$ cat src/rtl/instr_decode_stage.sv
// RV32I decode stage: combinational decode feeding a registered output stage
// backed by a one-entry skid buffer so in_ready never depends on out_ready.
module instr_decode_stage (
    input  logic        clk,
    input  logic        reset,
    input  logic        flush,
    input  logic        in_valid,
    output logic        in_ready,
    input  logic [31:0] instr,
    input  logic [31:0] in_pc,
    output logic        out_valid,
    input  logic        out_ready,
    output logic [3:0]  alu_op,
    output logic        src_a_sel,
    output logic [1:0]  src_b_sel,
    output logic [31:0] imm,
    output logic [4:0]  rs1,
    output logic [4:0]  rs2,
    output logic [4:0]  rd,
    output logic        rd_we,
    output logic        illegal,
    output logic [31:0] out_pc
);

    typedef struct packed {
        logic [3:0]  alu_op;
        logic        src_a_sel;
        logic [1:0]  src_b_sel;
        logic [31:0] imm;
        logic [4:0]  rs1;
        logic [4:0]  rs2;
        logic [4:0]  rd;
        logic        rd_we;
        logic        illegal;
        logic [31:0] pc;
    } dec_t;

    logic [6:0]  opcode;
    logic [2:0]  funct3;
    logic [6:0]  funct7;
    logic [31:0] imm_i, imm_s, imm_b, imm_u, imm_j;

    assign opcode = instr[6:0];
    assign funct3 = instr[14:12];
    assign funct7 = instr[31:25];
    assign imm_i  = {{20{instr[31]}}, instr[31:20]};
    assign imm_s  = {{20{instr[31]}}, instr[31:25], instr[11:7]};
    assign imm_b  = {{19{instr[31]}}, instr[31], instr[7], instr[30:25], instr[11:8], 1'b0};
    assign imm_u  = {instr[31:12], 12'b0};
    assign imm_j  = {{11{instr[31]}}, instr[31], instr[19:12], instr[20], instr[30:21], 1'b0};

    // Shared funct3 -> ALU op mapping for OP and OP-IMM; alt selects sra over srl.
    function automatic logic [3:0] f3_op(input logic [2:0] f3, input logic alt);
        case (f3)
            3'b000:  f3_op = 4'b0010;
            3'b001:  f3_op = 4'b0101;
            3'b010:  f3_op = 4'b1000;
            3'b011:  f3_op = 4'b1001;
            3'b100:  f3_op = 4'b1100;
            3'b101:  f3_op = alt ? 4'b0111 : 4'b0110;
            3'b110:  f3_op = 4'b1011;
            default: f3_op = 4'b1010;
        endcase
    endfunction

    dec_t dec;

    always_comb begin
        dec           = '0;
        dec.rs1       = instr[19:15];
        dec.rs2       = instr[24:20];
        dec.rd        = instr[11:7];
        dec.pc        = in_pc;
        case (opcode)
            7'b0110111: begin dec.src_b_sel = 2'b01; dec.imm = imm_u; dec.rd_we = 1'b1; end
            7'b0010111: begin
                dec.alu_op = 4'b0010; dec.src_a_sel = 1'b1; dec.src_b_sel = 2'b01;
                dec.imm = imm_u; dec.rd_we = 1'b1;
            end
            7'b1101111: begin dec.alu_op = 4'b0001; dec.src_b_sel = 2'b10; dec.imm = imm_j; dec.rd_we = 1'b1; end
            7'b1100111: begin
                dec.alu_op = 4'b0100; dec.src_b_sel = 2'b01; dec.imm = imm_i; dec.rd_we = 1'b1;
                dec.illegal = (funct3 != 3'b000);
            end
            7'b1100011: begin
                dec.alu_op = 4'b0011; dec.imm = imm_b;
                dec.illegal = (funct3[2:1] == 2'b01);
            end
            7'b0000011: begin
                dec.alu_op = 4'b0010; dec.src_b_sel = 2'b01; dec.imm = imm_i; dec.rd_we = 1'b1;
                dec.illegal = (funct3 == 3'b011) || (funct3[2:1] == 2'b11);
            end
            7'b0100011: begin
                dec.alu_op = 4'b0010; dec.src_b_sel = 2'b01; dec.imm = imm_s;
                dec.illegal = (funct3 > 3'd2);
            end
            7'b0010011: begin
                dec.alu_op = f3_op(funct3, funct7[5]); dec.src_b_sel = 2'b01;
                dec.imm = imm_i; dec.rd_we = 1'b1;
                if (funct3 == 3'b001 && funct7 != 7'b0000000)
                    dec.illegal = 1'b1;
                if (funct3 == 3'b101 && funct7 != 7'b0000000 && funct7 != 7'b0100000)
                    dec.illegal = 1'b1;
            end
            7'b0110011: begin
                dec.rd_we = 1'b1;
                if (funct7 == 7'b0000000)
                    dec.alu_op = f3_op(funct3, 1'b0);
                else if (funct7 == 7'b0100000 && funct3 == 3'b000)
                    dec.alu_op = 4'b0011;
                else if (funct7 == 7'b0100000 && funct3 == 3'b101)
                    dec.alu_op = 4'b0111;
                else
                    dec.illegal = 1'b1;
            end
            default: dec.illegal = 1'b1;
        endcase
        // Illegal encodings still travel down the pipe, but carry no operation.
        if (dec.illegal) begin
            dec.alu_op    = 4'b0000;
            dec.src_a_sel = 1'b0;
            dec.src_b_sel = 2'b00;
            dec.imm       = '0;
            dec.rd_we     = 1'b0;
        end
        if (dec.rd == 5'd0)
            dec.rd_we = 1'b0;
    end

    dec_t out_reg, out_next, skid_reg, skid_next;
    logic out_valid_reg, out_valid_next, skid_full_reg, skid_full_next;
    logic accept, drain;

    assign in_ready = ~skid_full_reg;
    assign accept   = in_valid & in_ready;
    assign drain    = out_valid_reg & out_ready;

    always_comb begin
        out_next       = out_reg;
        skid_next      = skid_reg;
        out_valid_next = out_valid_reg;
        skid_full_next = skid_full_reg;
        if (flush) begin
            out_valid_next = 1'b0;
            skid_full_next = 1'b0;
        end else if (!out_valid_reg || drain) begin
            // Skid holds the older instruction, so it always goes first.
            if (skid_full_reg) begin
                out_next       = skid_reg;
                out_valid_next = 1'b1;
                skid_full_next = 1'b0;
            end else if (accept) begin
                out_next       = dec;
                out_valid_next = 1'b1;
            end else begin
                out_valid_next = 1'b0;
            end
        end else if (accept) begin
            skid_next      = dec;
            skid_full_next = 1'b1;
        end
    end

    always_ff @(posedge clk) begin
        if (reset) begin
            out_reg       <= '0;
            skid_reg      <= '0;
            out_valid_reg <= 1'b0;
            skid_full_reg <= 1'b0;
        end else begin
            out_reg       <= out_next;
            skid_reg      <= skid_next;
            out_valid_reg <= out_valid_next;
            skid_full_reg <= skid_full_next;
        end
    end

    assign out_valid = out_valid_reg;
    assign alu_op    = out_reg.alu_op;
    assign src_a_sel = out_reg.src_a_sel;
    assign src_b_sel = out_reg.src_b_sel;
    assign imm       = out_reg.imm;
    assign rs1       = out_reg.rs1;
    assign rs2       = out_reg.rs2;
    assign rd        = out_reg.rd;
    assign rd_we     = out_reg.rd_we;
    assign illegal   = out_reg.illegal;
    assign out_pc    = out_reg.pc;

endmodule
$ cat config.mk
export PLATFORM = sky130hd
export DESIGN_NAME = instr_decode_stage
export DESIGN_NICKNAME = d
export VERILOG_FILES = /design/src/rtl/instr_decode_stage.sv
export SDC_FILE = /design/constraint.sdc
export NUM_CORES = 1
export LEC_CHECK = 0
export BUFFER_PORTS_ARGS = -buffer_cell sky130_fd_sc_hd__buf_2
export CORE_ASPECT_RATIO = 1.5
export CORE_MARGIN = 2
export CORE_UTILIZATION = 38
export DETAILED_ROUTE_END_ITERATION = 6
export PLACE_DENSITY = 0.64
export REMOVE_ABC_BUFFERS = 1
export SLEW_MARGIN = 20
export SYNTH_ARGS = -nofsm -noshare
export SYNTH_HDL_FRONTEND = slang
export SYNTH_SLANG_ARGS = --single-unit
export TNS_END_PERCENT = 30
$ cat constraint.sdc
create_clock -name clk -period 2.4 [get_ports clk]
set_input_delay 0 -clock clk [delete_from_list [all_inputs] [get_ports clk]]
set_output_delay 0 -clock clk [all_outputs]
set_load 0.03 [all_outputs]
==> results.tsv, run 1 <==
metric	value	unit
slowest CP cell	or4_4	
die width	120	µm
number of synthesized flops with an enable pin	0	
post-synthesis instance total	896	
PortBufs	158	
most common cell in the netlist	dfxtp_1	
htree depth	4	
clk_lat worst skew	0.43	ns
Period Utilization, post-route	92.2	%
Final setup viols	0	
Tightest Pin Transition	0.893	ns
unrepaired setup endpoints after global routing	false	
number of I/O pins	159	
die area	21300	µm²
Mean Syn Cell Area	8.54	µm²
fin crit period	2.21	ns
wire per inst	16.3	µm
Core Region	19800	µm²
commonest cells in the netlist	dfxtp_1 (178), nand2_1 (125), a21oi_1 (104), nor2_1 (79), clkbuf_1 (54)	
GR Overflow Total	0	
num rows	63	
Setup WS post-layout	0.186	ns
Antenna diodes	0	
dominant cells by area after synthesis	dfxtp_1 (47%), a21oi_1 (6.8%), mux2i_1 (6.1%), nand2_1 (6.1%), a211oi_1 (5.1%)	
max cap viols	0	
Seq/Total Area, Yosys	46.5	%
CP Class	input pin to flip-flop	
Nets	1149	
max reg flops	88	
Warnings, synthesis	0	
worst hold path class	input pin to flip-flop	
vias per cell	5.33	
Final Non-Filler Cells	1353	
PwrDens	660	nW/µm²
1st-iter DRT viols	530	
CTS Root Cell	clkbuf_16	
R2R setup slack	0.20	ns
initial antenna violation count	0	
global-route wire length before repair	35100	µm
critical path arrival	2.56	ns
Synth Flop Type	dfxtp_1	
Slowest Stage Delay on Critical Path	0.59	ns
Die Y	178	µm
Final GP Congestion	0.863	
Max IR drop VDD	0.490	mV
final hold vios	0	
mapped cell area	7660	µm²
HP Start	instr[0]	
fill cell count	1924	
reg-to-reg critical path startpoint	out_valid$_SDFFE_PP0P_	
crit-path cells	dlygate4sd3_1, buf_2, or4_4, o32ai_4, a31oi_4, nor3_2, or3b_1, a211oi_2	
Seq cells post-synth	178	
CTS sink count	178	
Clock Path Buffers	2	
status	finished clean	
Setup crit start kind	input pin	
DP Wirelength	14400	µm
synth unique cells	64	
# DRC	0	
Total Wirelength	22100	µm
total track usage	20.7	%
reg2reg end	imm[5]$_SDFFE_PP0P_	
hold path cells	5	
Relative slew margins	39.8	%
largest net degree at the start of global routing	57	
R2R cell count	6	
Inserted Clock Buffers	17	
Placement Setup Slack	0.197	ns
Setup Skew	0.00832	ns
P_leak	3.87	nW
Final Slew Violations	0	
area leader, netlist	dfxtp_1	
Fmax achieved	452	MHz
area delta synth->final	29.1	%
vias in the first global route	6731	
CP Max Fanout	4	
Hold Path Sink	skid_reg[82]$_SDFFE_PP0P_	
vias	7210	
Setup crit end kind	flip-flop	
post-detailed-route count of antenna-violating nets	0	
placed cells	1264	
asr flop ratio synth	0	%
layout cells sized above 1	21.9	%
First-pass DRT Iterations	5	
Initial Util	38.7	%
area share of the leading cell type in the synthesized netlist	46.5	%
Post-CTS Setup Bufs	0	
clock transition at the registers of the reported paths	0.07	ns
Worst EP required	2.75	ns
CTS tree	done	
-- worst max-delay path by stage --
stage	start	slack (ns)	endpoint	cells after the start
after floorplan	skid_full_reg$_SDFFE_PP0P_	-7.94	illegal$_SDFFE_PP0P_	5
after global placement	out_valid$_SDFFE_PP0P_	0.23	imm[31]$_SDFFE_PP0P_	6
after detailed placement	out_valid$_SDFFE_PP0P_	0.20	imm[31]$_SDFFE_PP0P_	6
after CTS	instr[25]	0.08	alu_op[1]$_SDFFE_PP0P_	8
after global routing	instr[25]	0.07	skid_reg[70]$_SDFFE_PP0P_	8
final	instr[25]	0.19	alu_op[1]$_SDFFE_PP0P_	8
-- cell type report --
| type | instances | area (µm²) | share of cell area (%) |
|---|---|---|---|
| Clock buffer | 18 | 439 | 4.44 |
| Tap cell | 260 | 325 | 3.29 |
| Multi-Input combinational cell | 635 | 3780 | 38.2 |
| Inverter | 5 | 18.8 | 0.190 |
| Clock inverter | 14 | 128 | 1.29 |
| Timing Repair Buffer | 243 | 1620 | 16.4 |
| Sequential cell | 178 | 3570 | 36.1 |
-- worst max-delay path, delay by kind of cell --
kind            cells  cell delay (ns)
compound gates      3             0.57
simple gates        3             1.29
buf+inv             2             0.70
-- stage by stage --
stage	power [W]	hold WS, ns	cell area (µm²)	setup TNS (ns)	util (%)
3_3_place_gp	0.00383	0.237	8720	0	44.1
4_1_cts	0.00658	0.0180	9860	0	49.8
6_report	0.00652	0.0266	9880	0	49.9
5_1_grt	0.00679	0.0521	9880	0	49.9
2_1_floorplan	0.00353	0.0691	7330	-791.06	-
3_5_place_dp	0.00384	0.236	8720	0	44.1
-- placed cells by master, fill, tap and decap left out, types with 7 or more instances in the layout --
cell / count
dlygate4sd3_1: 57
a22o_1: 9
and3_1: 29
nor2_1: 78
a211oi_1: 52
mux2i_1: 47
buf_2: 157
dfxtp_1: 177
nand2_1: 125
or3_1: 8
nor2b_1: 7
a21o_1: 7
a21oi_1: 104
o22ai_1: 18
o21ai_0: 31
nor3_1: 20
clkbuf_16: 17
buf_4: 25
nand3_1: 9
-- report_power, final --
group	leakage, nW	internal (W)	switching [W]	total (W)
combinational	2.15	0.000288	0.000490	0.000778
sequential	1.45	0.00303	0.0000366	0.00307
clock	0.277	0.00147	0.00121	0.00268
total	3.87	0.00478	0.00174	0.00652
-- logic make-up after synthesis --
| logic type | synth area share (%) |
|---|---|
| DFF | 46.5 |
| muxes | 6.29 |
| buffers and inverters | 4.56 |
| AOI/OAI and AO/OA | 22.6 |
| and+or+nand+nor | 19.9 |
| xor gates and xnor gates | 0.114 |
-- routing by layer --
| layer | track usage, % | part of all wire [%] | routed length, µm |
|---|---|---|---|
| met5 | 0 | 0 | 0 |
| met4 | 8.58 | 2.3 | 518 |
| met3 | 3.57 | 4.6 | 1010 |
| met2 | 35.0 | 50 | 10900 |
| met1 | 25.9 | 43 | 9600 |
-- what timing repair did --
item,in CTS,in global routing
hold buffers,57,0
gates resized for setup,0,3
setup endpoints to repair,0,19
hold endpoints to repair,141,0
(Power assumes the default switching activity.)
==> run 2, diff against run 1 <==
CELL_PAD_IN_SITES_DETAIL_PLACEMENT = 0   (was unset)
CELL_PAD_IN_SITES_GLOBAL_PLACEMENT = 1   (was unset)
PLACE_DENSITY = 0.8   (was 0.64)
==> results.tsv, run 2 (synthesis gave the netlist of run 1 again) <==
metric	value	unit
Final GP Congestion	0.895	
wire per inst	16.6	µm
Core Region	19800	µm²
DP Wirelength	14700	µm
Fmax achieved	444	MHz
Tightest Pin Transition	0.853	ns
critical path arrival	2.60	ns
num rows	63	
most frequent cells in the layout	dfxtp_1 (177), buf_2 (157), nand2_1 (125)	
First-pass DRT Iterations	5	
htree depth	4	
Antenna diodes	0	
vias per cell	5.33	
Initial Util	38.7	%
P_leak	3.97	nW
vias	7263	
die width	120	µm
Period Utilization, post-route	93.9	%
Inserted Clock Buffers	17	
status	finished clean	
CTS tree	done	
Setup Skew	0.00777	ns
Post-CTS Setup Bufs	0	
# DRC	0	
vias in the first global route	6769	
number of I/O pins	159	
Final Slew Violations	0	
Worst EP required	2.74	ns
CTS sink count	178	
CP Class	input pin to flip-flop	
die area	21300	µm²
Total Wirelength	22600	µm
initial antenna violation count	0	
Setup crit end kind	flip-flop	
PortBufs	158	
1st-iter DRT viols	457	
max cap viols	0	
clk_lat worst skew	0.43	ns
Final setup viols	0	
Max IR drop VDD	0.448	mV
largest net degree at the start of global routing	131	
worst hold path class	input pin to flip-flop	
CP Max Fanout	4	
area delta synth->final	31.6	%
Setup crit start kind	input pin	
layout cells sized above 1	21.3	%
Relative slew margins	42.6	%
post-detailed-route count of antenna-violating nets	0	
Die Y	178	µm
CTS Root Cell	clkbuf_16	
clock transition at the registers of the reported paths	0.06	ns
GR Overflow Total	0	
total track usage	21.1	%
Final Non-Filler Cells	1362	
final hold vios	0	
max reg flops	88	
PwrDens	690	nW/µm²
global-route wire length before repair	35600	µm
Total Power	0.00695	W
cell area after layout	10100	µm²
Nets	1158	
Clock Path Buffers	2	
placed cells	1263	
fin crit period	2.25	ns
post-place instance area	8710	µm²
unrepaired setup endpoints after global routing	false	
commonest non-fill, non-tap cell in the layout	dfxtp_1	
-- run 2: cell types whose count changed in the layout (fill, tap and decap cells not counted), sizes merged --
cell,previous run,this run
inv,9,5
bufinv,1,6
clkinv,7,2
clkbuf,18,22
dlygate4sd3,57,66
-- run 2: worst paths after layout --
path                                            startpoint                   endpoint  slack (ns)  cells after the start
worst max-delay path                             instr[25]     alu_op[1]$_SDFFE_PP0P_        0.15                      8
worst min-delay path                              instr[0]  skid_reg[82]$_SDFFE_PP0P_        0.06                      5
worst max register to register  skid_full_reg$_SDFFE_PP0P_       imm[10]$_SDFFE_PP0P_        0.24                      6
worst min register to register   skid_reg[75]$_SDFFE_PP0P_  skid_reg[75]$_SDFFE_PP0P_        0.45                      2
-- run 2: stage by stage --
step	TNS (ns)	setup slack, ns	hold WS (ns)	utilization, %
final	0	0.146	0.0560	50.9
after global routing	0	0.0302	0.0822	50.9
after CTS	0	0.0584	0.0249	50.7
after detailed placement	0	0.190	0.261	44.0
after global placement	0	0.241	0.251	44.0
after floorplan	-791.06	-7.94	0.0691	-
-- run 2: area by class of cell --
class	count	area (µm²)
clock buffer	22	454
clock inverter	10	205
fill	1918	9710
inverter	5	18.8
multi-input combinational	635	3770
sequential	178	3570
tap	260	325
timing repair buffer	252	1730
-- run 2: report_power, final --
| part | switching, W | leakage (nW) | internal [W] | total [W] |
|---|---|---|---|---|
| logic | 0.000493 | 2.21 | 0.000288 | 0.000781 |
| registers | 0.0000371 | 1.45 | 0.00303 | 0.00307 |
| clock network | 0.00113 | 0.314 | 0.00198 | 0.00310 |
-- run 2: critical path, stage by stage --
cell           delay, ns
dlygate4sd3_1       0.56
buf_2               0.16
or4_4               0.59
o32ai_4             0.27
a31oi_4             0.15
nor3_1              0.29
or3b_1              0.40
a211oi_2            0.18
-- run 2: repair_timing --
action / CTS / global route
endpoints found under the setup margin: 0 / 20
resized for setup: 0 / 2
endpoints found under the hold margin: 141 / 0
hold buffers: 66 / 0
-- run 2: layer usage --
metal  global-route usage [%]  up-vias  wire, µm
met1                     25.4     3459      9680
met4                     7.16        0       443
met2                     38.0      168     11700
li1                         -     3613         -
met5                        0        -         0
met3                     3.28       23       825
==> run 3, diff against run 2 <==
clock period = 2.73 ns   (was 2.4 ns; I/O delays follow)
==> results.tsv, run 3 (synthesis gave the netlist of run 1 again) <==
metric	value	unit
status	finished clean	
Setup crit start kind	input pin	
Final Core Density	49.5	%
die width	120	µm
area delta synth->final	28.0	%
vias in the first global route	6630	
Clock Path Buffers	2	
die area	21300	µm²
P_leak	3.82	nW
total track usage	20.8	%
fin crit period	2.41	ns
Die Y	178	µm
cell area after layout	9800	µm²
Initial Util	38.7	%
Setup WS post-layout	0.318	ns
Tightest Pin Transition	0.851	ns
vias	7158	
critical path arrival	2.77	ns
number of I/O pins	159	
Total Wirelength	22200	µm
NetSw	0.00153	W
power share of the clock group	42.3	%
Switching Fraction	26.2	%
Core Region	19800	µm²
clock transition at the registers of the reported paths	0.07	ns
CP Class	input pin to flip-flop	
reg-to-reg critical path startpoint	out_valid$_SDFFE_PP0P_	
num rows	63	
post-detailed-route count of antenna-violating nets	0	
Total Power	0.00583	W
Final Slew Violations	0	
layout cells sized above 1	21.0	%
Max IR drop VDD	0.430	mV
GR Overflow Total	0	
Placement Setup Slack	0.490	ns
commonest non-fill, non-tap cell in the layout	dfxtp_1	
Period Utilization, post-route	88.4	%
most frequent cells in the layout	dfxtp_1 (177), buf_2 (157), nand2_1 (125)	
post-place instance area	8640	µm²
largest net degree at the start of global routing	65	
global-route wire length before repair	35000	µm
wire per inst	16.5	µm
1st-iter DRT viols	403	
CP Max Fanout	15	
htree depth	4	
Setup crit end kind	flip-flop	
share of total power in combinational logic	11.5	%
clk_lat worst skew	0.42	ns
Fmax achieved	415	MHz
CTS tree	done	
initial antenna violation count	0	
Final setup viols	0	
vias per cell	5.32	
CTS Root Cell	clkbuf_16	
PwrDens	595	nW/µm²
# DRC	0	
unrepaired setup endpoints after global routing	false	
DP Wirelength	14400	µm
# resized after CTS	0	
PortBufs	158	
worst hold path class	input pin to flip-flop	
final hold vios	0	
Inserted Clock Buffers	17	
internal power	0.00430	W
Final GP Congestion	0.867	
HP Start	instr[0]	
Nets	1141	
Relative slew margins	43.2	%
critical path launch point	instr[25]	
Setup Skew	0.0140	ns
Flop pwr share	46.2	%
Antenna diodes	0	
CTS sink count	178	
First-pass DRT Iterations	5	
max cap viols	0	
Worst EP required	3.09	ns
max reg flops	88	
[run 3: changes by cell type in the layout (fill, tap and decap cells not counted), sizes merged]
cell	delta
dlygate4sd3	-9
buf	-8
inv	+5
bufinv	-4
clkbuf	-2
clkinvlp	+1
[run 3: worst paths after layout]
check / to / slack (ns) / depth (start not counted)
worst max-delay path: skid_reg[54]$_SDFFE_PP0P_ / 0.32 / 8
worst min-delay path: skid_reg[82]$_SDFFE_PP0P_ / 0.04 / 5
worst max register to register: imm[4]$_SDFFE_PP0P_ / 0.49 / 6
worst min register to register: skid_reg[76]$_SDFFE_PP0P_ / 0.45 / 2
[run 3: per-stage QoR]
stage          cells  setup TNS [ns]  hold WS, ns
4_1_cts         1345               0       0.0283
2_1_floorplan    818         -731.99       0.0691
3_3_place_gp    1256               0        0.246
6_report        1345               0       0.0411
5_1_grt         1345               0       0.0660
3_5_place_dp    1256               0        0.249
[run 3: final cells by class]
class	count	area (µm²)
well taps	260	325
multi-input cells	635	3760
fillers	1950	9980
repair buffers	235	1540
clock inverters	12	146
flip-flops and latches	178	3570
clock buffers	20	447
inverters	5	18.8
[run 3: critical path, cell delays in order]
cell	delay, ns
dlygate4sd3_1	0.54
buf_2	0.16
or4_4	0.58
o32ai_4	0.27
a31oi_4	0.15
nor2_2	0.23
and2_1	0.58
a32o_1	0.26
[run 3: power groups by stage]
| stage | Combinational (W) | Clock (W) | Sequential (W) |
|---|---|---|---|
| 2_1_floorplan | 0.000228 | 0 | 0.00288 |
| 3_3_place_gp | 0.000609 | 0 | 0.00275 |
| 3_5_place_dp | 0.000611 | 0 | 0.00276 |
| 4_1_cts | 0.000675 | 0.00254 | 0.00270 |
| 5_1_grt | 0.000733 | 0.00263 | 0.00270 |
| 6_report | 0.000672 | 0.00247 | 0.00269 |
[run 3: routing by layer]
layer  part of all wire [%]  vias up  GRT usage (%)
met4                    2.7        0           8.28
met2                     51      186           36.5
met1                     42     3366           25.1
li1                       -     3578              -
met5                      0        -              0
met3                    4.1       28           3.47
[run 3: what timing repair did]
action | 4_1_cts | 5_1_grt
hold endpoints to repair | 139 | 0
hold buffers | 57 | 0
buffers inserted | 0 | 0
